**src/rtl/bit_scan16_pkg.sv**
```systemverilog
// rtl/bit_scan16_pkg.sv - shared constants, state encoding and popcount helper for bit_scan16
package bit_scan16_pkg;

    localparam int BS_WIDTH = 16;
    localparam int BS_IDX_W = 4;
    localparam int BS_CNT_W = 5;

    typedef enum logic {
        BS_IDLE = 1'b0,
        BS_SCAN = 1'b1
    } bs_state_t;

    function automatic logic [BS_CNT_W-1:0] bs_popcount(input logic [BS_WIDTH-1:0] m);
        logic [BS_CNT_W-1:0] cnt;
        cnt = '0;
        for (int i = 0; i < BS_WIDTH; i++) begin
            cnt = cnt + {{(BS_CNT_W-1){1'b0}}, m[i]};
        end
        return cnt;
    endfunction

endpackage

```
**src/rtl/bit_scan16_pe16.sv**
```systemverilog
// rtl/bit_scan16_pe16.sv - combinational lowest-set-bit priority encoder (module pe16)
module pe16
    import bit_scan16_pkg::*;
(
    input  logic [BS_WIDTH-1:0] mask,
    output logic [BS_IDX_W-1:0] idx,
    output logic                valid
);

    // Walking from the top down lets the lowest set bit win the last assignment.
    always_comb begin
        idx = '0;
        for (int i = BS_WIDTH - 1; i >= 0; i--) begin
            if (mask[i]) begin
                idx = BS_IDX_W'(i);
            end
        end
    end

    assign valid = |mask;

endmodule

```
**src/rtl/bit_scan16.sv**
```systemverilog
// rtl/bit_scan16.sv - sequential set-bit index scanner; popcount port under BIT_SCAN16_COUNT_EN
module bit_scan16
    import bit_scan16_pkg::*;
(
    input  logic                clk,
    input  logic                rst,
    input  logic                in_valid,
    output logic                in_ready,
    input  logic [BS_WIDTH-1:0] in_mask,
    output logic                out_valid,
    input  logic                out_ready,
    output logic [BS_IDX_W-1:0] out_idx,
    output logic                out_last,
    output logic                out_none,
`ifdef BIT_SCAN16_COUNT_EN
    output logic [BS_CNT_W-1:0] out_count,
`endif
    output logic                out_any
);

    bs_state_t           state;
    logic [BS_WIDTH-1:0] mask_q;
    logic                any_q;
    logic [BS_IDX_W-1:0] pe_idx;
    logic                pe_valid;
    logic                single;
    logic                in_fire;
    logic                out_fire;

    pe16 u_pe16 (
        .mask  (mask_q),
        .idx   (pe_idx),
        .valid (pe_valid)
    );

    // True for zero or exactly one set bit; the zero case is the lone none-beat.
    assign single    = (mask_q & (mask_q - BS_WIDTH'(1))) == '0;

    assign in_ready  = (state == BS_IDLE);
    assign out_valid = (state == BS_SCAN);
    assign out_idx   = pe_idx;
    assign out_last  = out_valid & single;
    assign out_none  = out_valid & ~pe_valid;
    assign out_any   = any_q;

    assign in_fire   = in_valid & in_ready;
    assign out_fire  = out_valid & out_ready;

    always_ff @(posedge clk or posedge rst) begin
        if (rst) begin
            state  <= BS_IDLE;
            mask_q <= '0;
            any_q  <= 1'b0;
        end else begin
            case (state)
                BS_IDLE: begin
                    if (in_fire) begin
                        mask_q <= in_mask;
                        any_q  <= |in_mask;
                        state  <= BS_SCAN;
                    end
                end
                BS_SCAN: begin
                    if (out_fire) begin
                        mask_q <= mask_q & (mask_q - BS_WIDTH'(1));
                        if (single) begin
                            state <= BS_IDLE;
                        end
                    end
                end
                default: state <= BS_IDLE;
            endcase
        end
    end

`ifdef BIT_SCAN16_COUNT_EN
    logic [BS_CNT_W-1:0] count_q;

    always_ff @(posedge clk or posedge rst) begin
        if (rst) begin
            count_q <= '0;
        end else if (in_fire) begin
            count_q <= bs_popcount(in_mask);
        end
    end

    assign out_count = count_q;
`endif

endmodule
```
**config.mk**
```make
export PLATFORM = sky130hd
export DESIGN_NAME = bit_scan16
export DESIGN_NICKNAME = d
export VERILOG_FILES = /design/src/rtl/bit_scan16_pkg.sv /design/src/rtl/bit_scan16_pe16.sv /design/src/rtl/bit_scan16.sv
export SDC_FILE = /design/constraint.sdc
export NUM_CORES = 1
export LEC_CHECK = 0
export CORE_ASPECT_RATIO = 1.2
export CORE_MARGIN = 5
export CORE_UTILIZATION = 30
export CTS_BUF_LIST = sky130_fd_sc_hd__clkbuf_8
export CTS_CLUSTER_DIAMETER = 50
export DETAILED_ROUTE_END_ITERATION = 8
export PLACE_DENSITY = 0.53
export SYNTH_ARGS = -nofsm -noshare
export SYNTH_HDL_FRONTEND = slang
export SYNTH_HIERARCHICAL = 1
export SYNTH_SLANG_ARGS = --single-unit
```
**constraint.sdc**
```tcl
create_clock -name clk -period 2.8 [get_ports clk]
set_input_delay 0.28 -clock clk [delete_from_list [all_inputs] [get_ports clk]]
set_output_delay 0.28 -clock clk [all_outputs]
set_load 0.05 [all_outputs]
```
==> metrics list, run 1 <==
* Run status: complete, no violations
- Synth Instances: approximately 160
- Total setup buffers inserted after CTS: 0
* Ordered list of cells on the worst path: or3_4 -> or4_4 -> a221oi_2 -> and3_1 -> buf_12
- Number of top-level pins: 29
- The hold violation total from the final report was 0.
- In this run the power density over the cells is 1513 nW/µm².
- Buffers from clock root to sink, at most: 2
- For this run, the number of Yosys warnings is 6.
* Post-layout minimum cycle time: about 2.6 ns
- Leading post-synthesis cells by cell area: dfrtp_1 (36%), a22o_1 (9.7%), nand2_1 (6.9%)
* CP max stage delay: just under 0.5 ns
- Sum of negative setup slack: 0 ns
- Detailed-route wire length: around 3.9 mm
- Final Max Tran Viols: 0
- VDD IR max: between 0.6 and 0.7 mV
* Endpoint type of the worst setup path: output pin
- Hold/Removal Path Class: input pin to asynchronous set/reset pin
- Placement Setup Slack: between 0.4 and 0.5 ns
* Count of inserted antenna diode cells: 0
* Die width: 69.13 µm
- Final HPWL DP: a little under 3 mm
- The number of global-route vias before repair came to ~1400.
- The detailed router placed about 1400 vias in this run.
* Wire length of the first global-routing pass: approximately 6.6 mm
- Most frequent cells in the layout: clkdlybuf4s50_1 (26), nand2_1 (23), dfrtp_1 (18)
- Static timing analysis puts the maximum clock frequency at about 380 MHz.
* Transition at the pin with the smallest max-transition slack: roughly 0.7 ns
* Worst reg2reg path startpoint: mask_q[0]$_DFFE_PP0P_
- CTS sink cnt: 18
- The slowest stage of the critical path is the or4_4 cell.
* Initial detailed-routing violation count: between 100 and 150
* Count of nets left with antenna violations after detail routing: 0
- The number of placed instances, taps included, is about 240.
- The filler cells instantiated in the layout total about 450.
- Clock Root Buffer: clkbuf_8
* Clk pin slew, worst setup/hold paths: roughly 0.070 ns
* Bufs and invs on worst path: 1
* Worst clock skew: 0.002578 ns
* Number of H-tree branching levels: 1
- Count of cell instances traversed by the critical path: 5
* End point of the critical path: out_last
* Die footprint: roughly 5600 µm²
* Number of antenna violations at the first check in global routing: 0
- Max_slew headroom: 52.15%
- The synthesized netlist contains 35 unique library cells.
* Crit. Startpoint: mask_q[0]$_DFFE_PP0P_
- In this run the worst path has a maximum fanout of 10.
- Type of origin of the critical path: flop
* GRT Residual Overflow: 0
- Remaining design rule violation count: 0
* Area added between synthesis and finish: 34.19%
- Slack of the critical path: about 0.2 ns
- Seq/Total Area, Yosys: 35.79%
* Vias per cell: around 5.6
- Number of hold-repair buffers added at the cts stage: 0
- Ratio of cells with drive above 1 in the final layout: 8.377%
* Area fraction of the dominant cell type after synthesis: 35.79%
* Final number of setup-violating endpoints: 0
- Summing every instance area after synthesis gives 1259 µm².
- Dividing the final minimum period by the clock period gives 92.82%.
- In the final design database the tool counted around 210 nets.
- Average instance area after synthesis: between 7 and 8 µm²
- Cell type with the largest total area after synthesis: dfrtp_1
- After detailed routing, the average wire length per cell comes to 15.82 µm.
- The analysis attributes to cell leakage a power of roughly 0.75 nW.
- At the worst endpoint, the required time is 2.52 ns.
- Counting the buffers created by CTS gives 3.
* PortBufs: 28
* Critical R2R Capture: mask_q[7]$_DFFE_PP0P_
* Vertical die dimension: 80.96 µm
- Among cell families on the critical path, the largest total delay comes from simple AND/OR/NAND/NOR gates.
- Leading cell type in the layout, fill and taps excluded: clkdlybuf4s50_1
- FP Rows: 25
- TritonCTS clock tree: done
- Non-filler cells in the finished layout: between 200 and 250
- Tot GR Track Use: between 10% and 20%
- Data on the critical path arrives at its endpoint at approximately 2.3 ns.
- Path type of the worst setup path: flop to output pin
- In this run the standard cell core region covers around 4000 µm².
- Largest net degree at the start of global routing: 19
- The later pin in the worst-skew pair is clocked with a latency of ~0.26 ns.
- Seq cells post-synth: 18
* Unrepaired setup endpoints after global routing: no
- The worst register-to-register path has a setup slack of 0.88 ns.
- For this run, the detailed router's first-pass iteration total came to 4.
- GP Congestion: roughly 0.79
- Initial Utilization: roughly a third
* Max_cap viols: 0
* Worst reg-to-reg path cell count: 5
* Net Count, Synth: roughly 180
[metrics by stage]
stage / power (mW) / hold WS, ns / cell area [µm²] / utilization, %
global route: 2.750 / 0.5271 / 1689 / 42.19
detailed placement: 2.336 / 0.5299 / 1632 / 40.75
global placement: 2.321 / 0.5113 / 1632 / 40.75
finish: 2.556 / 0.4360 / 1689 / 42.19
CTS: 2.562 / 0.4739 / 1687 / 42.13
floorplan: 1.758 / 0.2186 / 1259 / -
[registers in the layout (all words and copies together), names as in the netlist]
name / flops
mask_q: 16
out_valid: 1
out_any: 1
[synthesized netlist by cell type]
cell      count
or3_1         4
nor2_1       16
a22o_1       14
a211oi_1      1
a211o_1       1
a21oi_1       7
o21ai_0      14
a31oi_1       4
nand2_1      23
nor4_2        1
or3_4         1
nor4_1        7
a22o_2        1
nand3_1       5
nand2b_1      2
o31ai_1       2
a221oi_2      1
nor2_2        1
inv_1         7
maj3_1        2
clkbuf_1      4
nor2b_1       1
nor4b_1       1
o21ai_1       1
or2_0         2
nand4_1       2
nor3_1        6
and3_1        4
o22ai_1       1
nor3_2        1
or4_4         1
o311a_1       1
dfrtp_1      18
and4_1        1
or3b_1        1
[kinds of logic after synthesis]
family                     count (synthesis)  synth area share (%)
DFF                                       18                 35.79
AOI/OAI and AO/OA                         48                 26.24
buffers and inverters                     11                 3.280
adders and majority gates                  2                 1.591
and+or+nand+nor                           80                 33.10
[area by class of cell]
cell class,instances,area [µm²],share of cell area [%]
tap,54,67.56,4.000
timing repair buffer,32,322.8,19.11
inverter,7,26.28,1.556
multi-input combinational,130,767.0,45.41
sequential,18,450.4,26.67
clock buffer,4,55.05,3.259
[routing by layer]
metal  vias up  track usage, %  wire [µm]
met4         0           5.273         55
met1       673           18.15       1733
met5         -               0          0
li1        660               -          -
met2        29           26.43       1962
met3         4           1.733        124
[where the power goes]
group / internal [mW] / switching [mW] / leakage (nW) / total (mW)
clock network: 0.125 / 0.0937 / 0.0288 / 0.219
logic: 0.742 / 1.04 / 0.485 / 1.78
registers: 0.354 / 0.205 / 0.232 / 0.558
total: 1.22 / 1.34 / 0.746 / 2.56
[worst reg2reg max path: stages, from the launching register on]
cell	delay, ns
dfrtp_1	0.48
or3b_1	0.46
or3_1	0.38
o31ai_1	0.22
nand2_1	0.08
a22o_1	0.20
[worst min-delay path by stage]
| stage | end | slack (ns) |
|---|---|---|
| 5_1_grt | mask_q[1]$_DFFE_PP0P_ | 0.53 |
| 3_3_place_gp | out_any$_DFFE_PP0P_ | 0.51 |
| 4_1_cts | mask_q[4]$_DFFE_PP0P_ | 0.47 |
| 6_report | mask_q[4]$_DFFE_PP0P_ | 0.44 |
| 2_1_floorplan | mask_q[0]$_DFFE_PP0P_ | 0.22 |
| 3_5_place_dp | out_any$_DFFE_PP0P_ | 0.53 |
[what timing repair did]
item                                    4_1_cts  5_1_grt
endpoints found under the setup margin        0        1
endpoints found under the hold margin         0        0
resized for setup                             0        1
Power figures use the tool's default switching activity.
==> run 2: changes to the inputs <==
Settings changed: CTS_CLUSTER_SIZE from default to 24.
==> results of run 2 <==
Same layout as run 1: the final DEF is identical, and so are final timing and power.
==> run 3: changes to the inputs <==
Settings changed: MAX_ROUTING_LAYER from default to met4.
Clock period 2.8 ns to 3.1 ns, I/O delays scaled along.
==> metrics list, run 3 (synthesis gave the netlist of run 1 again) <==
- The residual antenna-violating net count after detailed routing was 0 (unchanged).
- The critical path required time was 2.79 ns (+0.27 ns).
* First drt pass iteration count: 4 (unchanged)
* Count of inserted antenna diode cells: 0 (unchanged)
- Post-layout minimum cycle time: 2.682 ns
- Critical R2R Capture: mask_q[7]$_DFFE_PP0P_
* Initial detailed-routing violation count: 99 (-7.5%)
* Unrepaired setup endpoints after global routing: no
- The number of nets in the layout was 210 (-0.94%).
- The run finished with clean final reports.
* Endpoint type of the worst setup path: output pin
- Initial Utilization: 31.44% (unchanged)
- The critical path is of the flop to output pin type.
- The level count of the clock H-tree came to 1 (unchanged).
- Wire length of the first global-routing pass: 6.624 mm (+0.32%)
- Detailed-route wire length: 3.768 mm (-2.8%)
* Detailed-route via count: 1319 (-3.4%)
- The number of top-level pins was 29 (unchanged).
- Sum of negative setup slack: 0 ns (unchanged)
* Total setup buffers inserted after CTS: 0 (unchanged)
- Vias in the first global route: 1306 (-4.0%)
- Final design utilization: 41.09% (-1.1 points)
- Largest net degree at the start of global routing: 19 (unchanged)
- The die outline width came to 69.13 µm (unchanged).
- The total routing usage reported by global routing came to 15.08% (+0.39 points).
* Timing-limited maximum frequency: ~370 MHz
- The smallest hold slack came to 0.4762 ns (+0.04016 ns).
* Final routed wire length divided by cell count: 15.57 µm (-1.6%)
* Number of hold-repair buffers added at the cts stage: 0 (unchanged)
- The vertical die dimension was 80.96 µm (unchanged).
- The setup slack of the most critical reg-to-reg path is 1.13 ns (+0.25 ns).
- Biggest fanout along the worst timing path: 9 (-1)
- The maximum clock path buffer count was 2 (unchanged).
* GRT Residual Overflow: 0 (unchanged)
- GP Congestion: 0.8513 (+7.7%)
- Number of flip-flops in the largest register: 16 (unchanged)
- The hold violation total from the final report came to 0 (unchanged).
* Worst reg-to-reg path cell count: 5 (unchanged)
- Later-pin clock latency in the skew report: 0.25 ns (about the same)
- The total number of placement rows came to 25 (unchanged).
* Top register by number of flip-flops: mask_q
- The number of buffers inserted during clock tree synthesis was 3 (unchanged).
- The fraction of final layout cells with drive strength greater than 1 came to 6.915% (-1.5 points).
* Max_cap viols: 0 (unchanged)
* Worst reg2reg path startpoint: mask_q[0]$_DFFE_PP0P_
- The power density over the cells was 1326 nW/µm² (-12%).
- Number of filler cells placed in the layout: 438 (-2.4%)
* Vias per cell: 5.450 (-2.2%)
- The number of buffers added on ports came to 28 (unchanged).
* Data arrival at the endpoint of the critical path: 2.37 ns (+0.05 ns)
- The number of cells upsized or downsized after cts is 0 (unchanged).
- The critical path starts at mask_q[4]$_DFFE_PP0P_.
- The area inside the core boundary was 4004 µm² (unchanged).
- The total die area came to 5596 µm² (unchanged).
- The library cell used most frequently in the layout, excluding fill and tap cells, is clkdlybuf4s50_1.
- TritonCTS built the clock tree.
- Type of origin of the critical path: flop
* Max_slew headroom: 44.49% (-7.7 points)
* Worst clock skew: 0.001715 ns (-0.0008628 ns)
* Most frequent cells in the layout: clkdlybuf4s50_1 (27), nand2_1 (23), dfrtp_1 (18)
* Final HPWL DP: 2.858 mm (-3.5%)
* Transition at the pin with the smallest max-transition slack: 0.8326 ns (+0.1157 ns)
- Clk pin slew, worst setup/hold paths: 0.07 ns (about the same)
- Clock Root Buffer: clkbuf_8
- From synthesis to final layout, the design area changed by 30.72%.
* Final number of setup-violating endpoints: 0 (unchanged)
- The number of max-slew violations in the final report came to 0 (unchanged).
* CTS sink cnt: 18 (unchanged)
- The tightest min-delay check is of the input pin to asynchronous set/reset pin type.
- The static leakage is 0.7090 nW (-5.0%).
* Number of antenna violations at the first check in global routing: 0 (unchanged)
* Remaining design rule violation count: 0 (unchanged)
* VDD IR max: 0.7286 mV (+18%)
- Share of the clock period used by the worst path: between 80% and 90%
-- run 3: changes by cell type in the layout (fill, tap and decap cells not counted) --
cell and change:
buf_12 -1, buf_4 -1, clkbuf_8 -1, clkdlybuf4s50_1 +1, dlymetal6s2s_1 -1
-- run 3: area by class of cell --
class	count	area, µm²	area share [%]
clock buffer	3	41.29	2.510
sequential	18	450.4	27.38
timing repair buffer	30	292.8	17.79
inverter	7	26.28	1.597
multi-input combinational	130	767.0	46.62
tap	54	67.56	4.106
-- run 3: worst max-delay path by stage --
stage                    end  slack [ns]  depth (start not counted)
floorplan           out_last        0.76                          4
global placement    out_none        0.70                          5
detailed placement  out_none        0.68                          5
CTS                 out_none        0.40                          5
global route        out_none        0.27                          5
finish              out_none        0.42                          5
-- run 3: power by group --
| group | switching (mW) | internal (mW) | total, mW |
|---|---|---|---|
| logic | 0.912 | 0.601 | 1.51 |
| registers | 0.181 | 0.320 | 0.501 |
| clock network | 0.0806 | 0.0864 | 0.167 |
| total | 1.17 | 1.01 | 2.18 |
-- run 3: per-layer routing --
metal | GRT usage [%] | vias up | routed length (µm)
met4 | 5.664 | 0 | 46
met2 | 26.24 | 31 | 1924
met5 | - | - | 0
li1 | - | 658 | -
met3 | 2.351 | 4 | 140
met1 | 17.66 | 626 | 1655
-- run 3: critical path: stages, from the launching register on --
cell	delay, ns
dfrtp_1	0.47
nor4_2	0.32
nand3_1	0.12
or3_1	0.31
nor2_1	0.09
clkdlybuf4s50_1	0.80
-- run 3: per-stage QoR --
step	total power [mW]	instances	cell area, µm²	worst slack [ns]
floorplan	1.588	159	1259	0.7564
global placement	2.012	239	1604	0.6953
detailed placement	2.018	239	1604	0.6796
CTS	2.195	242	1645	0.3962
global route	2.373	242	1645	0.2711
finish	2.181	242	1645	0.4185
==> variant 1 (settings of run 2) <==
Set the package constant `BS_IDX_W` to 5 (it was 4).
--- a/src/rtl/bit_scan16_pkg.sv
+++ b/src/rtl/bit_scan16_pkg.sv
@@ -4,3 +4,3 @@
     localparam int BS_WIDTH = 16;
-    localparam int BS_IDX_W = 4;
+    localparam int BS_IDX_W = 5;
     localparam int BS_CNT_W = 5;
Ports: changed (resized out_idx); port bits go from 29 to 30. No check against the original RTL was run, so the function may have changed too.
==> variant 1 against run 2 <==
Total power fell by 0.19%. Cell area about the same. Critical path depth grew 1. First-iteration DRC count decreased by 6.5%. Critical path type unchanged. Setup slack lost 0.073 ns. Area after synthesis increased by 0.89%. Clock power is 3% higher. Clock skew up 0.0028 ns. Routed wire length is 1.5% higher. Sequential cell count stayed put.
==> variant 1: results <==
[route]
wl_met1_um = 1679
drtIter0Drc = 100
met3WireLength_um = 178
met2_length_um = 1986
wl_per_cell_um = 15.93
via_count = 1364

[worst_setup_path]
critPathMaxFanout = 8
ff2ff_setup_slack_ns = 0.82
cp.arrival_ns = 2.39
cpPeakStageDelay_ns = 0.58
slowest_stage = "nor4_1"

[place]
pre_cts_ws_ns = 0.3775
place_congestion = 0.8242
dp.cells = 243
hpwl_um = 2993

[timing]
clock-skew-final_ns = 0.005350
maxSlewHeadroom_pct = 51.79

[pwr]
peakVddDrop_v = 0.0007068
p_switching_w = 0.001349
leakage_nw = 0.7449

[clocking]
ctsResizeCount = 0

[global_routing]
met1_usage_pct = 17.14
grt_pass1_wl_um = 6299
grt_use_total_pct = 14.08
use_met2_pct = 24.43

[synth]
synthTopCellsByArea = "dfrtp_1 (35%), a22o_1 (9.7%), nand2_1 (6.8%), o21ai_0 (5.5%), nor2_1 (4.7%)"
synthDistinctLibCells = 37
syn_inst = 161
synth-adder-area-share_pct = 1.576
ys_seq_area_share_pct = 35.47
syn_nets = 181
synth_compound_area_share_pct = 26.01

[layout]
drive_gt1_share_pct = 7.853

[run_status]
outcome = "complete, no violations"
[variant 1: changes by cell type in the layout (fill, tap and decap cells not counted)]
| cell | change |
|---|---|
| buf_4 | -1 |
| conb_1 | +1 |
[variant 1: kinds of logic after synthesis]
logic type / count (synthesis)
AO/OA/AOI/OAI: 48
flip-flops: 18
AND/OR/NAND/NOR: 80
buffers and inverters: 12
other: 1
adder cells (fa/ha/maj): 2
[variant 1: layout make-up]
| cell class | count | area, um2 |
|---|---|---|
| inverters | 7 | 26.28 |
| multi-input cells | 131 | 770.7 |
| repair buffers | 31 | 315.3 |
| flip-flops and latches | 18 | 450.4 |
| well taps | 56 | 70.07 |
| clock buffers | 4 | 55.05 |
| fillers | 455 | 2476 |
[variant 1: stage by stage]
stage / power (W) / utilization [%] / hold slack [ns] / cell area [um2]
6_report: 0.002552 / 40.53 / 0.4291 / 1688
5_1_grt: 0.002731 / 40.53 / 0.5035 / 1688
4_1_cts: 0.002548 / 40.47 / 0.4576 / 1685
3_5_place_dp: 0.002316 / 39.15 / 0.5379 / 1630
3_3_place_gp: 0.002292 / 39.15 / 0.5103 / 1630
2_1_floorplan: 0.001762 / - / 0.2186 / 1270
[variant 1: power groups by stage]
stage	clock, W	sequential, W	combinational [W]
floorplan	0	0.000527	0.00123
global placement	0	0.000552	0.00174
detailed placement	0	0.000554	0.00176
CTS	0.000227	0.000553	0.00177
global route	0.000239	0.000581	0.00191
finish	0.000226	0.000557	0.00177
[variant 1: worst paths after layout]
check | start | endpoint | cells after the start
worst min register to register | out_any | out_any | 2
min in group clk | out_any | out_any | 2
max in group asynchronous | rst | mask_q[8] | 2
worst max-delay path | mask_q[6] | out_last | 6
worst max register to register | mask_q[6] | out_valid | 5
worst min-delay path | rst | out_any | 2
==> variant 2 (flow settings as in run 2) <==
Made on the original files. The option `BIT_SCAN16_COUNT_EN` is turned on by a define.
--- a/src/rtl/bit_scan16.sv
+++ b/src/rtl/bit_scan16.sv
@@ -1,2 +1,4 @@
 // rtl/bit_scan16.sv - sequential set-bit index scanner; popcount port under BIT_SCAN16_COUNT_EN
+`define BIT_SCAN16_COUNT_EN
+
 module bit_scan16
Formal check against the unedited RTL (old outputs only; new: out_count): equivalent (equiv_simple and equiv_induct, registers matched by name and starting in step).
==> variant 2 against run 2 <==
The flow now finishes with violations (setup timing). Synthesized cell count up 35%. Critical path depth up 8. Setup slack worse by 0.51 ns. Cell area up 62%. Sequential cell count up 5. Total power up 30%. Via count up 40%. Die area up 40%. Routed wire length up 51%. Area after synthesis up 47%. Count of clock-buffer cells in the layout down 1. Largest power group unchanged.
==> variant 2: results <==
[worst_setup_path]
r2r-start = "mask_q[1]"
r2r_end = "out_valid"
endpoint = "out_count[3]"
critPathMaxFanout = 2
reg2reg_depth = 6
ff2ff_setup_slack_ns = 0.68
slowest_stage = "fa_1"
cpPeakStageDelay_ns = 0.54
startpoint = "in_mask[7]"

[place]
io_buffers = 33
place_congestion = 0.8133
dp.cells = 350
pre_cts_ws_ns = -1.165
hpwl_um = 4271
place_area_mm2 = 0.002489

[synth]
synth_compound_area_share_pct = 20.59
synthDistinctLibCells = 44
synth_ff_type = "dfrtp_1"
synthTopCellsByArea = "dfrtp_1 (31%), fa_1 (11%), inv_1 (6.1%), o21ai_0 (5.1%), mux2i_1 (4.9%)"
syn_nets = 251
synth_common_cells = "inv_1 (30), dfrtp_1 (23), o21ai_0 (19)"
synth-adder-area-share_pct = 15.40
synth_xor_area_share_pct = 0.9453
synth.avg_cell_area_um2 = 8.619
ys_seq_area_share_pct = 31.06
synth_mux_area_share_pct = 4.862

[global_routing]
grt_start_max_net_pins = 25
grt_antenna_before_repair = 0
grt_pass1_wl_um = 9625
grt_pass1_vias = 1983
grt_use_total_pct = 16.00

[timing]
setup_slack_ns = -0.3134
hold_slack_ns = 0.3127
setup_tns_ns = -1.205
setup_viol = 4
clock-skew-final_ns = 0.008229
maxSlewHeadroom_pct = 64.57

[run_status]
violations = "setup timing"
outcome = "finished with violations"

[layout]
nNetsFinal = 332
drive_gt1_share_pct = 30.85
fin_cells = 377

[pwr]
p_switching_w = 0.001708
seq_power_w = 0.000649
peakVddDrop_v = 0.0008374
leakage_nw = 1.275
clkPwrFrac_pct = 6.5

[clocking]
cts_htree_levels = 1
post-cts-setup-buffers = 23
clk_pin_slew_ns = 0.09
ctsResizeCount = 54

[route]
via_per_inst = 5.080
drtIter0Drc = 55
wl_per_cell_um = 15.56

[hold_path]
min_path_type = "in2reg"
[variant 2: cell type report]
type	count	area [um2]
Clock buffer	3	41.29
Clock inverter	1	5.005
Fill cell	606	3269
Inverter	31	136.4
Multi-Input combinational cell	155	1165
Sequential cell	23	575.6
Tap cell	82	102.6
Timing Repair Buffer	82	716.9
[variant 2: kinds of logic after synthesis]
kind of cell / after synthesis
and+or+nand+nor: 69
DFF: 23
AOI/OAI and AO/OA: 58
adders and majority gates: 17
muxes: 9
buffers and inverters: 37
xor gates and xnor gates: 2
[variant 2: routing by layer]
metal  global-route usage [%]  up-vias  wire, um
li1                         -      935         -
met5                        0        -         0
met3                    1.873        4       172
met4                    6.233        0        70
met1                    19.11      941      2436
met2                    28.84       35      3188
[variant 2: critical path: cells and delay by family]
kind            cells  cell delay [ns]
fa+ha+maj           5             2.11
buf+inv             4             0.32
compound gates      3             0.39
xor+xnor            1             0.15
